`src/rtl/apb_mem_arbiter_pkg.sv`:
```
// Shared definitions for the APB memory arbiter: FSM states, grant IDs, defaults.
package apb_mem_arbiter_pkg;

  typedef enum logic [1:0] {
    AS_IDLE   = 2'd0,
    AS_SETUP  = 2'd1,
    AS_ACCESS = 2'd2,
    AS_RESP   = 2'd3
  } apb_state_e;

  typedef enum logic {
    GNT_IF = 1'b0,
    GNT_D  = 1'b1
  } gnt_e;

  localparam int unsigned DEF_TIMEOUT = 255;

endpackage

```
`src/rtl/apb_mem_arbiter_rr_arb2.sv`:
```
// Two-input round-robin arbiter: combinational grant, registered last-grant history.
module rr_arb2
  import apb_mem_arbiter_pkg::*;
(
  input  logic clk,
  input  logic rst_n,
  input  logic req_if_i,
  input  logic req_d_i,
  input  logic upd_i,
  input  gnt_e upd_gnt_i,
  output gnt_e gnt_o
);

  gnt_e last_q;

  // On a tie the port that did not win last time gets the grant.
  always_comb begin
    gnt_o = GNT_IF;
    if (req_if_i && req_d_i) begin
      gnt_o = (last_q == GNT_IF) ? GNT_D : GNT_IF;
    end else if (req_d_i) begin
      gnt_o = GNT_D;
    end
  end

  // Remember the winner once its transfer has completed.
  always_ff @(posedge clk or negedge rst_n) begin
    if (!rst_n) begin
      last_q <= GNT_IF;
    end else if (upd_i) begin
      last_q <= upd_gnt_i;
    end
  end

endmodule

```
`src/rtl/apb_mem_arbiter.sv`:
```
// Shares one APB master between the fetch and load/store paths, with round-robin
// arbitration, SETUP/ACCESS sequencing and a watchdog for stalled slaves.
module apb_mem_arbiter
  import apb_mem_arbiter_pkg::*;
#(
  parameter int unsigned ADDR_W  = 32,
  parameter int unsigned DATA_W  = 32,
  parameter int unsigned TIMEOUT = DEF_TIMEOUT
) (
  input  logic                clk,
  input  logic                rst_n,
  input  logic                if_req,
  input  logic [ADDR_W-1:0]   if_addr,
  output logic                if_ready,
  output logic [DATA_W-1:0]   if_rdata,
  output logic                if_err,
  input  logic                d_req,
  input  logic                d_we,
  input  logic [ADDR_W-1:0]   d_addr,
  input  logic [DATA_W-1:0]   d_wdata,
  input  logic [DATA_W/8-1:0] d_wstrb,
  output logic                d_ready,
  output logic [DATA_W-1:0]   d_rdata,
  output logic                d_err,
  output logic                psel,
  output logic                penable,
  output logic                pwrite,
  output logic [ADDR_W-1:0]   paddr,
  output logic [DATA_W-1:0]   pwdata,
  output logic [DATA_W/8-1:0] pstrb,
  input  logic [DATA_W-1:0]   prdata,
  input  logic                pready,
  input  logic                pslverr
);

  // Counter only needs to reach TIMEOUT-1.
  localparam int unsigned WD_W = (TIMEOUT < 2) ? 1 : $clog2(TIMEOUT);

  apb_state_e          state_q, state_d;
  gnt_e                gnt_q, arb_gnt;
  logic [ADDR_W-1:0]   paddr_q;
  logic                pwrite_q;
  logic [DATA_W-1:0]   pwdata_q;
  logic [DATA_W/8-1:0] pstrb_q;
  logic [WD_W-1:0]     wd_q, wd_d;
  logic [DATA_W-1:0]   if_rdata_q, d_rdata_q;
  logic                if_err_q, d_err_q;
  logic                start_xfer;
  logic                timeout_hit;
  logic                xfer_done;

  assign start_xfer  = (state_q == AS_IDLE) && (if_req || d_req);
  // pready has priority: a timeout only counts in a cycle without pready.
  assign timeout_hit = (TIMEOUT != 0) && (state_q == AS_ACCESS) && !pready &&
                       (wd_q == WD_W'(TIMEOUT - 1));
  assign xfer_done   = (state_q == AS_ACCESS) && (pready || timeout_hit);

  rr_arb2 u_arb (
    .clk       (clk),
    .rst_n     (rst_n),
    .req_if_i  (if_req),
    .req_d_i   (d_req),
    .upd_i     (state_q == AS_RESP),
    .upd_gnt_i (gnt_q),
    .gnt_o     (arb_gnt)
  );

  // State register.
  always_ff @(posedge clk or negedge rst_n) begin
    if (!rst_n) begin
      state_q <= AS_IDLE;
      wd_q    <= '0;
    end else begin
      state_q <= state_d;
      wd_q    <= wd_d;
    end
  end

  // Next-state and watchdog next value.
  always_comb begin
    state_d = state_q;
    wd_d    = '0;
    case (state_q)
      AS_IDLE:   if (start_xfer) state_d = AS_SETUP;
      AS_SETUP:  state_d = AS_ACCESS;
      AS_ACCESS: begin
        if (xfer_done) begin
          state_d = AS_RESP;
        end else if (TIMEOUT != 0) begin
          wd_d = wd_q + 1'b1;
        end
      end
      AS_RESP:   state_d = AS_IDLE;
      default:   state_d = AS_IDLE;
    endcase
  end

  // Phase and completion outputs decoded from the state, so reset drops them at once.
  always_comb begin
    psel     = 1'b0;
    penable  = 1'b0;
    if_ready = 1'b0;
    d_ready  = 1'b0;
    case (state_q)
      AS_SETUP:  psel = 1'b1;
      AS_ACCESS: begin
        psel    = 1'b1;
        penable = 1'b1;
      end
      AS_RESP: begin
        if_ready = (gnt_q == GNT_IF);
        d_ready  = (gnt_q == GNT_D);
      end
      default: ;
    endcase
  end

  // Request latching in IDLE and response capture at the end of ACCESS.
  always_ff @(posedge clk or negedge rst_n) begin
    if (!rst_n) begin
      gnt_q      <= GNT_IF;
      paddr_q    <= '0;
      pwrite_q   <= 1'b0;
      pwdata_q   <= '0;
      pstrb_q    <= '0;
      if_rdata_q <= '0;
      if_err_q   <= 1'b0;
      d_rdata_q  <= '0;
      d_err_q    <= 1'b0;
    end else begin
      if (start_xfer) begin
        gnt_q <= arb_gnt;
        if (arb_gnt == GNT_D) begin
          paddr_q  <= d_addr;
          pwrite_q <= d_we;
          pwdata_q <= d_wdata;
          pstrb_q  <= d_wstrb;
        end else begin
          paddr_q  <= if_addr;
          pwrite_q <= 1'b0;
          pwdata_q <= '0;
          pstrb_q  <= '0;
        end
      end
      if (xfer_done) begin
        if (gnt_q == GNT_IF) begin
          if_err_q   <= pready ? pslverr : 1'b1;
          if_rdata_q <= pready ? prdata : '0;
        end else begin
          d_err_q <= pready ? pslverr : 1'b1;
          if (!pready) begin
            d_rdata_q <= '0;
          end else if (!pwrite_q) begin
            d_rdata_q <= prdata;
          end
        end
      end
    end
  end

  assign paddr    = paddr_q;
  assign pwrite   = pwrite_q;
  assign pwdata   = pwdata_q;
  assign pstrb    = pstrb_q;
  assign if_rdata = if_rdata_q;
  assign if_err   = if_err_q;
  assign d_rdata  = d_rdata_q;
  assign d_err    = d_err_q;

endmodule

```
`config.mk`:
```
export PLATFORM = sky130hd
export DESIGN_NAME = apb_mem_arbiter
export DESIGN_NICKNAME = d
export VERILOG_FILES = /design/src/rtl/apb_mem_arbiter_pkg.sv /design/src/rtl/apb_mem_arbiter_rr_arb2.sv /design/src/rtl/apb_mem_arbiter.sv
export SDC_FILE = /design/constraint.sdc
export NUM_CORES = 1
export LEC_CHECK = 0
export ABC_AREA = 1
export CAP_MARGIN = 15
export CORE_ASPECT_RATIO = 0.7
export CORE_MARGIN = 3
export CORE_UTILIZATION = 39
export DETAILED_ROUTE_END_ITERATION = 10
export PLACE_DENSITY = 0.79
export SYNTH_ARGS = -nofsm -noshare
export SYNTH_HDL_FRONTEND = slang
export SYNTH_SLANG_ARGS = --single-unit
export TNS_END_PERCENT = 30
```
`constraint.sdc`:
```
create_clock -name clk -period 1.5 [get_ports clk]
set_clock_uncertainty 0.1 [all_clocks]
set_input_delay 0.3 -clock clk [delete_from_list [all_inputs] [get_ports clk]]
set_output_delay 0.3 -clock clk [all_outputs]
set_load 0.1 [all_outputs]
```
==> summary.txt, run 1 <==
Detailed routing
  • Antenna-violating nets left: 0
  • Vias: 6,820
  • # DRC: 0
  • Wire length per cell after detailed routing: 18.67 microns
  • Vias per cell: 5.198
  • DR iter-0 viols: 624
  • Drt first pass iters: 5
  • Detailed Route WL: 24,500 microns

Final layout
  • Area growth from synthesis to final layout: 87.50%
  • Number of nets at the end of the flow: 1,219
  • Post-Layout Cell Count: 1,312
  • Antenna Cells: 0
  • Layout fillers: 1,056
  • Layout cell share with drive strength beyond 1: 28.06%

Clock tree
  • CTS Buf Count: 17
  • Maximum clock path buffer count: 2
  • Clk Latency, worst-skew pair: 410 ps
  • CTS H-tree depth: 4
  • Clock tree from TritonCTS: done
  • Clock slew at the register clock pins of the worst setup and hold paths: 60 ps
  • Root buffer cell: sky130_fd_sc_hd__clkbuf_16
  • Sinks on the clock net: 147

Logic synthesis
  • Sequential cell area fraction in the yosys report: 55.61%
  • Yosys warning total: 0
  • Syn Area/Cell: 8.470 sq um
  • Count of flip-flops with a built-in enable after synthesis: 0
  • Post-Syn Area: 6615 sq um
  • Post-synthesis cell type count: 27
  • Share of async-settable or async-resettable flops after synthesis: 100.0%
  • Post-synthesis cell count: 781
  • Top FF cell, synth: sky130_fd_sc_hd__dfrtp_1
  • Synthesized flop and latch total: 147
  • Synth Net Count: 925

Global route
  • First-pass GRT wire length: 37,930 microns
  • Global route total overflow: 0
  • Via count of the first global-routing pass: 6,713
  • Maximum number of pins on one net before global-route repair: 51
  • Number of antenna violations at the first check in global routing: 0
  • Gr usage total: 26.22%

Floorplan
  • Initial standard-cell utilization of the core: 40.23%
  • Core footprint: 16,440 sq um
  • Cell Rows: 39
  • Boundary pin count: 278
  • Die Footprint: 18,590 sq um
  • Vertical die dimension: 115.0 microns
  • Die X: 161.7 microns

Placed design
  • DPL Wire Length: 16,320 microns
  • Global placer's final weighted congestion: 0.8846
  • Post-placement setup slack: -232.4 ps
  • Placed cell count: 1,264
  • IO Port Bufs: 277

Timing
  • Final Hold Vio Count: 0
  • Actual slew at the worst max-slew pin: 377.0 ps
  • Final setup viols: 106
  • RSZ-0062 raised after global routing: yes
  • Maximum clock frequency: 544.5 MHz
  • Setup WS post-layout: -336.7 ps
  • Max_slew headroom: 74.87%
  • Period utilization: 122.4%
  • Number of slew-limit violations in the final report: 0
  • Min Clock Period, post-route: 1837 ps

Setup path
  • CP max FO: 4
  • Critical path endpoint category: output port
  • Depth of the most critical reg-to-reg path: 11
  • CP Data Arrival Time: 1440 ps
  • Endpoint of the worst register-to-register path: if_rdata[14]
  • Worst setup slack for register-to-register paths: -300 ps
  • Category of the critical setup timing path: flip-flop to output port
  • Endpoint required time on the critical path: 1100 ps
  • Worst R2R Start: state_q[1]
  • CP startpoint kind: flip-flop

Outcome
  • Violated checks: negative setup slack
  • Status: complete, but fails checks

Run
  • Max-cap check violation count: 0

Worst hold path
  • Hold crit path type: primary input to async pin
==> sequential cells by signal, indices dropped and copies added, names as in the netlist <==
name,count
if_err,1
d_err,1
pwrite,1
d_rdata,32
wd_q,8
u_arb.last_q,1
paddr,32
if_rdata,32
state_q,2
pwdata,32
pstrb,4
gnt_q,1
==> cells by family after synthesis <==
| group | Yosys count | synth area share (%) |
|---|---|---|
| and+or+nand+nor | 416 | 27.69 |
| DFF | 147 | 55.61 |
| buffers and inverters | 136 | 8.946 |
| AOI/OAI and AO/OA | 74 | 6.412 |
| adders and majority gates | 5 | 0.9457 |
| xor gates and xnor gates | 3 | 0.3973 |
==> per-stage QoR <==
stage	hold slack, ps	cell area (sq um)	TNS, ps	util, %
4_1_cts	245.4	12310	-17120	74.85
3_5_place_dp	116.6	11220	-20150	68.24
6_report	262.2	12400	-15490	75.42
5_1_grt	301.0	12400	-22780	75.42
3_3_place_gp	115.7	11220	-14030	68.24
2_1_floorplan	-95.59	6634	-28000	-
==> critical path, cell delays in order (launching register included) <==
cell                      delay, ps
sky130_fd_sc_hd__dfrtp_2        440
sky130_fd_sc_hd__buf_6          130
sky130_fd_sc_hd__ha_4           160
sky130_fd_sc_hd__buf_12         130
sky130_fd_sc_hd__buf_16         160
==> what timing repair did <==
| item | CTS | global route |
|---|---|---|
| cloned | 8 | 0 |
| hold buffers | 1 | 0 |
| endpoints found under the hold margin | 81 | 0 |
| resized for setup | 62 | 57 |
| pin swaps | 9 | 16 |
| setup buffers | 8 | 4 |
| setup endpoints to repair | 131 | 151 |
==> cell usage after synthesis, types with 4 or more instances <==
library cell,n,share of area (%)
sky130_fd_sc_hd__nand2_1,250,14
sky130_fd_sc_hd__dfrtp_1,147,56
sky130_fd_sc_hd__inv_1,78,4.4
sky130_fd_sc_hd__nand4_1,66,6.2
sky130_fd_sc_hd__nor2_1,47,2.7
sky130_fd_sc_hd__nand3_1,44,3.3
sky130_fd_sc_hd__o21ai_0,38,2.9
sky130_fd_sc_hd__a31oi_1,32,3.0
sky130_fd_sc_hd__clkbuf_1,28,1.6
sky130_fd_sc_hd__buf_2,17,1.3
sky130_fd_sc_hd__buf_6,6,1.0
sky130_fd_sc_hd__ha_1,5,0.95
sky130_fd_sc_hd__buf_4,4,0.45
==> layout by cell type, fill, tap and decap left out, drive strengths merged, types with 32 or more instances in the layout <==
cell           instances
nand2                252
buf                  194
dfrtp                147
clkdlybuf4s50        136
inv                   81
nand4                 66
nor2                  48
nand3                 46
o21ai                 38
a31oi                 32
==> per-layer routing <==
| layer | part of all wire [%] | GRT usage (%) |
|---|---|---|
| met1 | 41 | 34.94 |
| met2 | 49 | 43.09 |
| met3 | 8.0 | 6.662 |
| met4 | 1.7 | 7.386 |
| met5 | 0 | 0 |
==> area by class of cell <==
class | count | area (sq um) | share of cell area, %
timing repair buffer | 331 | 4961 | 40.00
sequential | 147 | 3687 | 29.73
tap | 225 | 281.5 | 2.270
clock inverter | 9 | 80.08 | 0.6456
clock buffer | 22 | 474.2 | 3.823
inverter | 80 | 302.8 | 2.441
multi-input combinational | 498 | 2616 | 21.09
==> how the worst max path moves through the flow <==
stage,depth (start not counted),end,slack (ps),from
detailed placement,6,paddr[22],-230,d_req
floorplan,11,if_rdata[10],-410,state_q[0]
global placement,5,paddr[3],-150,d_req
finish,4,penable,-340,state_q[1]
global route,4,penable,-360,state_q[1]
CTS,5,if_ready,-340,state_q[1]
Power of run 1 is left out: the tool's default activity adds up to more than one toggle a clock period on the data nets, which glitch-free logic cannot reach.
==> inputs of run 2 (changes only) <==
--- a/config.mk
+++ b/config.mk
@@ -10,7 +10,7 @@
 export CORE_ASPECT_RATIO = 0.7
 export CORE_MARGIN = 3
-export CORE_UTILIZATION = 39
+export CORE_UTILIZATION = 25
 export DETAILED_ROUTE_END_ITERATION = 10
-export PLACE_DENSITY = 0.79
+export PLACE_DENSITY = 0.56
 export SYNTH_ARGS = -nofsm -noshare
 export SYNTH_HDL_FRONTEND = slang
--- a/constraint.sdc
+++ b/constraint.sdc
@@ -3,3 +3,3 @@
 set_input_delay 0.3 -clock clk [delete_from_list [all_inputs] [get_ports clk]]
 set_output_delay 0.3 -clock clk [all_outputs]
-set_load 0.1 [all_outputs]
+set_load 0.02 [all_outputs]
==> summary.txt, run 2 (synthesis gave the netlist of run 1 again) <==
Timing
  • Final Hold Vio Count: 0
  • Actual slew at the worst max-slew pin: 328.7 ps
  • Max_slew headroom: 78.09%
  • Setup WS post-layout: -222.7 ps
  • Setup TNS Final: -12,500 ps
  • RSZ-0062 raised after global routing: yes
  • Final setup viols: 87
  • Period utilization: 114.8%
  • Number of slew-limit violations in the final report: 0
  • Maximum clock frequency: 580.5 MHz
  • Min Clock Period, post-route: 1723 ps

Outcome
  • Violated checks: negative setup slack
  • Status: complete, but fails checks

Setup path
  • Critical path endpoint category: output port
  • Category of the critical setup timing path: flip-flop to output port
  • Family with the most delay on the worst path: flip-flops
  • CP startpoint kind: flip-flop
  • Max incr delay on CP: 390 ps
  • Endpoint of the worst register-to-register path: if_rdata[24]
  • Worst R2R Start: state_q[0]
  • Depth of the most critical reg-to-reg path: 10
  • Worst setup slack for register-to-register paths: -210 ps
  • Slowest stage cell, crit path: sky130_fd_sc_hd__dfrtp_1
  • CP Data Arrival Time: 1320 ps
  • CP max FO: 3
  • Endpoint required time on the critical path: 1100 ps
  • Worst path cell trace: buf_6 -> inv_4 -> ha_4 -> buf_6
  • Number of buffer and inverter stages on the critical path: 3
  • Most frequent cell on the critical path: sky130_fd_sc_hd__buf_6

Clock tree
  • Clock slew at the register clock pins of the worst setup and hold paths: 60 ps
  • Root buffer cell: sky130_fd_sc_hd__clkbuf_16
  • Clock tree from TritonCTS: done
  • Sinks on the clock net: 147
  • CTS H-tree depth: 4
  • Maximum clock path buffer count: 2
  • Clk Latency, worst-skew pair: 420 ps
  • CTS Buf Count: 17

Power
  • Peak supply drop: 0.7783 mV
  • Logic pwr share: 47.5%
  • Proportion of total power due to net switching: 42.64%
  • Internal power consumption: 12.43 mW
  • Leakage power: 5.244 nW
  • NetSw: 9.242 mW
  • Clock share of power: 21.2%
  • Flop pwr share: 31.4%
  • Power density normalized to cell area: 2031 nW/um^2

Final layout
  • Post-Layout Cell Count: 1,444
  • Layout fillers: 2,642
  • Commonest cells after routing, fill and taps aside: 163 x sky130_fd_sc_hd__nand2_1, 147 x sky130_fd_sc_hd__dfrtp_1, 136 x sky130_fd_sc_hd__clkdlybuf4s50_1, 130 x sky130_fd_sc_hd__buf_2, 76 x sky130_fd_sc_hd__inv_1
  • Number of nets at the end of the flow: 1,218
  • Most common cell after layout, fill and taps aside: sky130_fd_sc_hd__nand2_1
  • Layout cell share with drive strength beyond 1: 30.11%
  • Final design utilization: 41.26%
  • Area growth from synthesis to final layout: 61.36%

Floorplan
  • Core footprint: 25,870 sq um
  • Die Footprint: 28,480 sq um
  • Vertical die dimension: 142.1 microns
  • Boundary pin count: 278
  • Cell Rows: 49
  • Die X: 200.4 microns
  • Initial standard-cell utilization of the core: 25.57%

Detailed routing
  • Detailed Route WL: 24,400 microns
  • DR iter-0 viols: 280
  • Vias: 6,452
  • Wire length per cell after detailed routing: 16.90 microns
  • Antenna-violating nets left: 0
  • # DRC: 0
  • Drt first pass iters: 4
  • Vias per cell: 4.468

Worst hold path
  • Hold crit path type: primary input to async pin

Run
  • Max-cap check violation count: 0

Placed design
  • IO Port Bufs: 277
  • Global placer's final weighted congestion: 0.8015
  • Placed cell count: 1,400
  • DPL Wire Length: 16,140 microns

Global route
  • First-pass GRT wire length: 36,830 microns
  • Global route total overflow: 0
  • Via count of the first global-routing pass: 6,370
  • Gr usage total: 16.19%
  • Maximum number of pins on one net before global-route repair: 55
  • Number of antenna violations at the first check in global routing: 1
## run 2: changes by cell type in the layout (fill, tap and decap cells not counted), moves of 9 or more
| cell | change |
|---|---|
| sky130_fd_sc_hd__buf_4 | +11 |
| sky130_fd_sc_hd__o21ai_1 | +30 |
| sky130_fd_sc_hd__buf_6 | -9 |
| sky130_fd_sc_hd__buf_12 | -140 |
| sky130_fd_sc_hd__buf_2 | +129 |
| sky130_fd_sc_hd__nand2_1 | -38 |
| sky130_fd_sc_hd__o21ai_0 | -30 |
| sky130_fd_sc_hd__nand2_4 | +20 |
| sky130_fd_sc_hd__nand2_2 | +18 |
## run 2: worst max path at each step
| stage | startpoint | to | slack, ps | cells after the start |
|---|---|---|---|---|
| floorplan | state_q[0] | if_rdata[10] | -170 | 11 |
| detailed placement | state_q[1] | pwdata[14] | -290 | 6 |
| global placement | state_q[1] | state_q[0] | -280 | 7 |
| finish | state_q[1] | psel | -220 | 4 |
| CTS | state_q[1] | psel | -270 | 4 |
| global route | state_q[1] | psel | -320 | 4 |
## run 2: worst register-to-register path, stage by stage (launching register included)
cell and delay (ps):
sky130_fd_sc_hd__dfrtp_1 400, sky130_fd_sc_hd__inv_2 110, sky130_fd_sc_hd__ha_4 170, sky130_fd_sc_hd__nand2_2 50, sky130_fd_sc_hd__nor2_1 80, sky130_fd_sc_hd__nand2_1 80, sky130_fd_sc_hd__nand2_4 110, sky130_fd_sc_hd__nand3_4 160
sky130_fd_sc_hd__clkbuf_16 240, sky130_fd_sc_hd__nand2_2 70, sky130_fd_sc_hd__nand2_1 50
## run 2: cell type report
cell class | count | area [sq um] | area share (%)
clock buffer | 21 | 460.4 | 4.314
sequential | 147 | 3679 | 34.46
multi-input combinational | 498 | 2760 | 25.86
clock inverter | 10 | 156.4 | 1.465
tap | 357 | 446.7 | 4.185
timing repair buffer | 330 | 2867 | 26.85
inverter | 80 | 302.8 | 2.837
antenna | 1 | 2.502 | 0.02344
## run 2: power groups by stage
stage          clock [mW]  sequential, mW  combinational, mW
2_1_floorplan           0            8.58               3.30
3_3_place_gp            0            6.62               10.7
3_5_place_dp            0            6.66               10.8
4_1_cts              4.75            6.60               10.0
5_1_grt              4.91            7.04               11.2
6_report             4.59            6.80               10.3
## run 2: per-layer routing
layer	vias up	part of all wire, %	global-route usage [%]
li1	3126	-	-
met1	3160	49	22.96
met2	150	44	24.44
met3	16	5.7	4.777
met4	0	0.84	3.879
met5	-	0	0
## run 2: through the flow
step | instance area, sq um | hold WS, ps | setup slack (ps) | total power, mW
2_1_floorplan | 6631 | -95.59 | -174.7 | 11.88
3_3_place_gp | 10030 | 73.86 | -277.4 | 17.32
3_5_place_dp | 10030 | 72.71 | -290.2 | 17.42
4_1_cts | 10520 | 180.8 | -265.1 | 21.40
5_1_grt | 10670 | 197.9 | -321.0 | 23.13
6_report | 10670 | 207.6 | -222.7 | 21.68
## run 2: what timing repair did
| action | 4_1_cts | 5_1_grt |
|---|---|---|
| hold buffers | 1 | 0 |
| endpoints found under the setup margin | 277 | 209 |
| pin swaps | 3 | 1 |
| resized for setup | 493 | 230 |
| setup buffers | 2 | 2 |
| gates cloned | 0 | 7 |
| hold endpoints to repair | 147 | 0 |
Power figures use the tool's default switching activity.
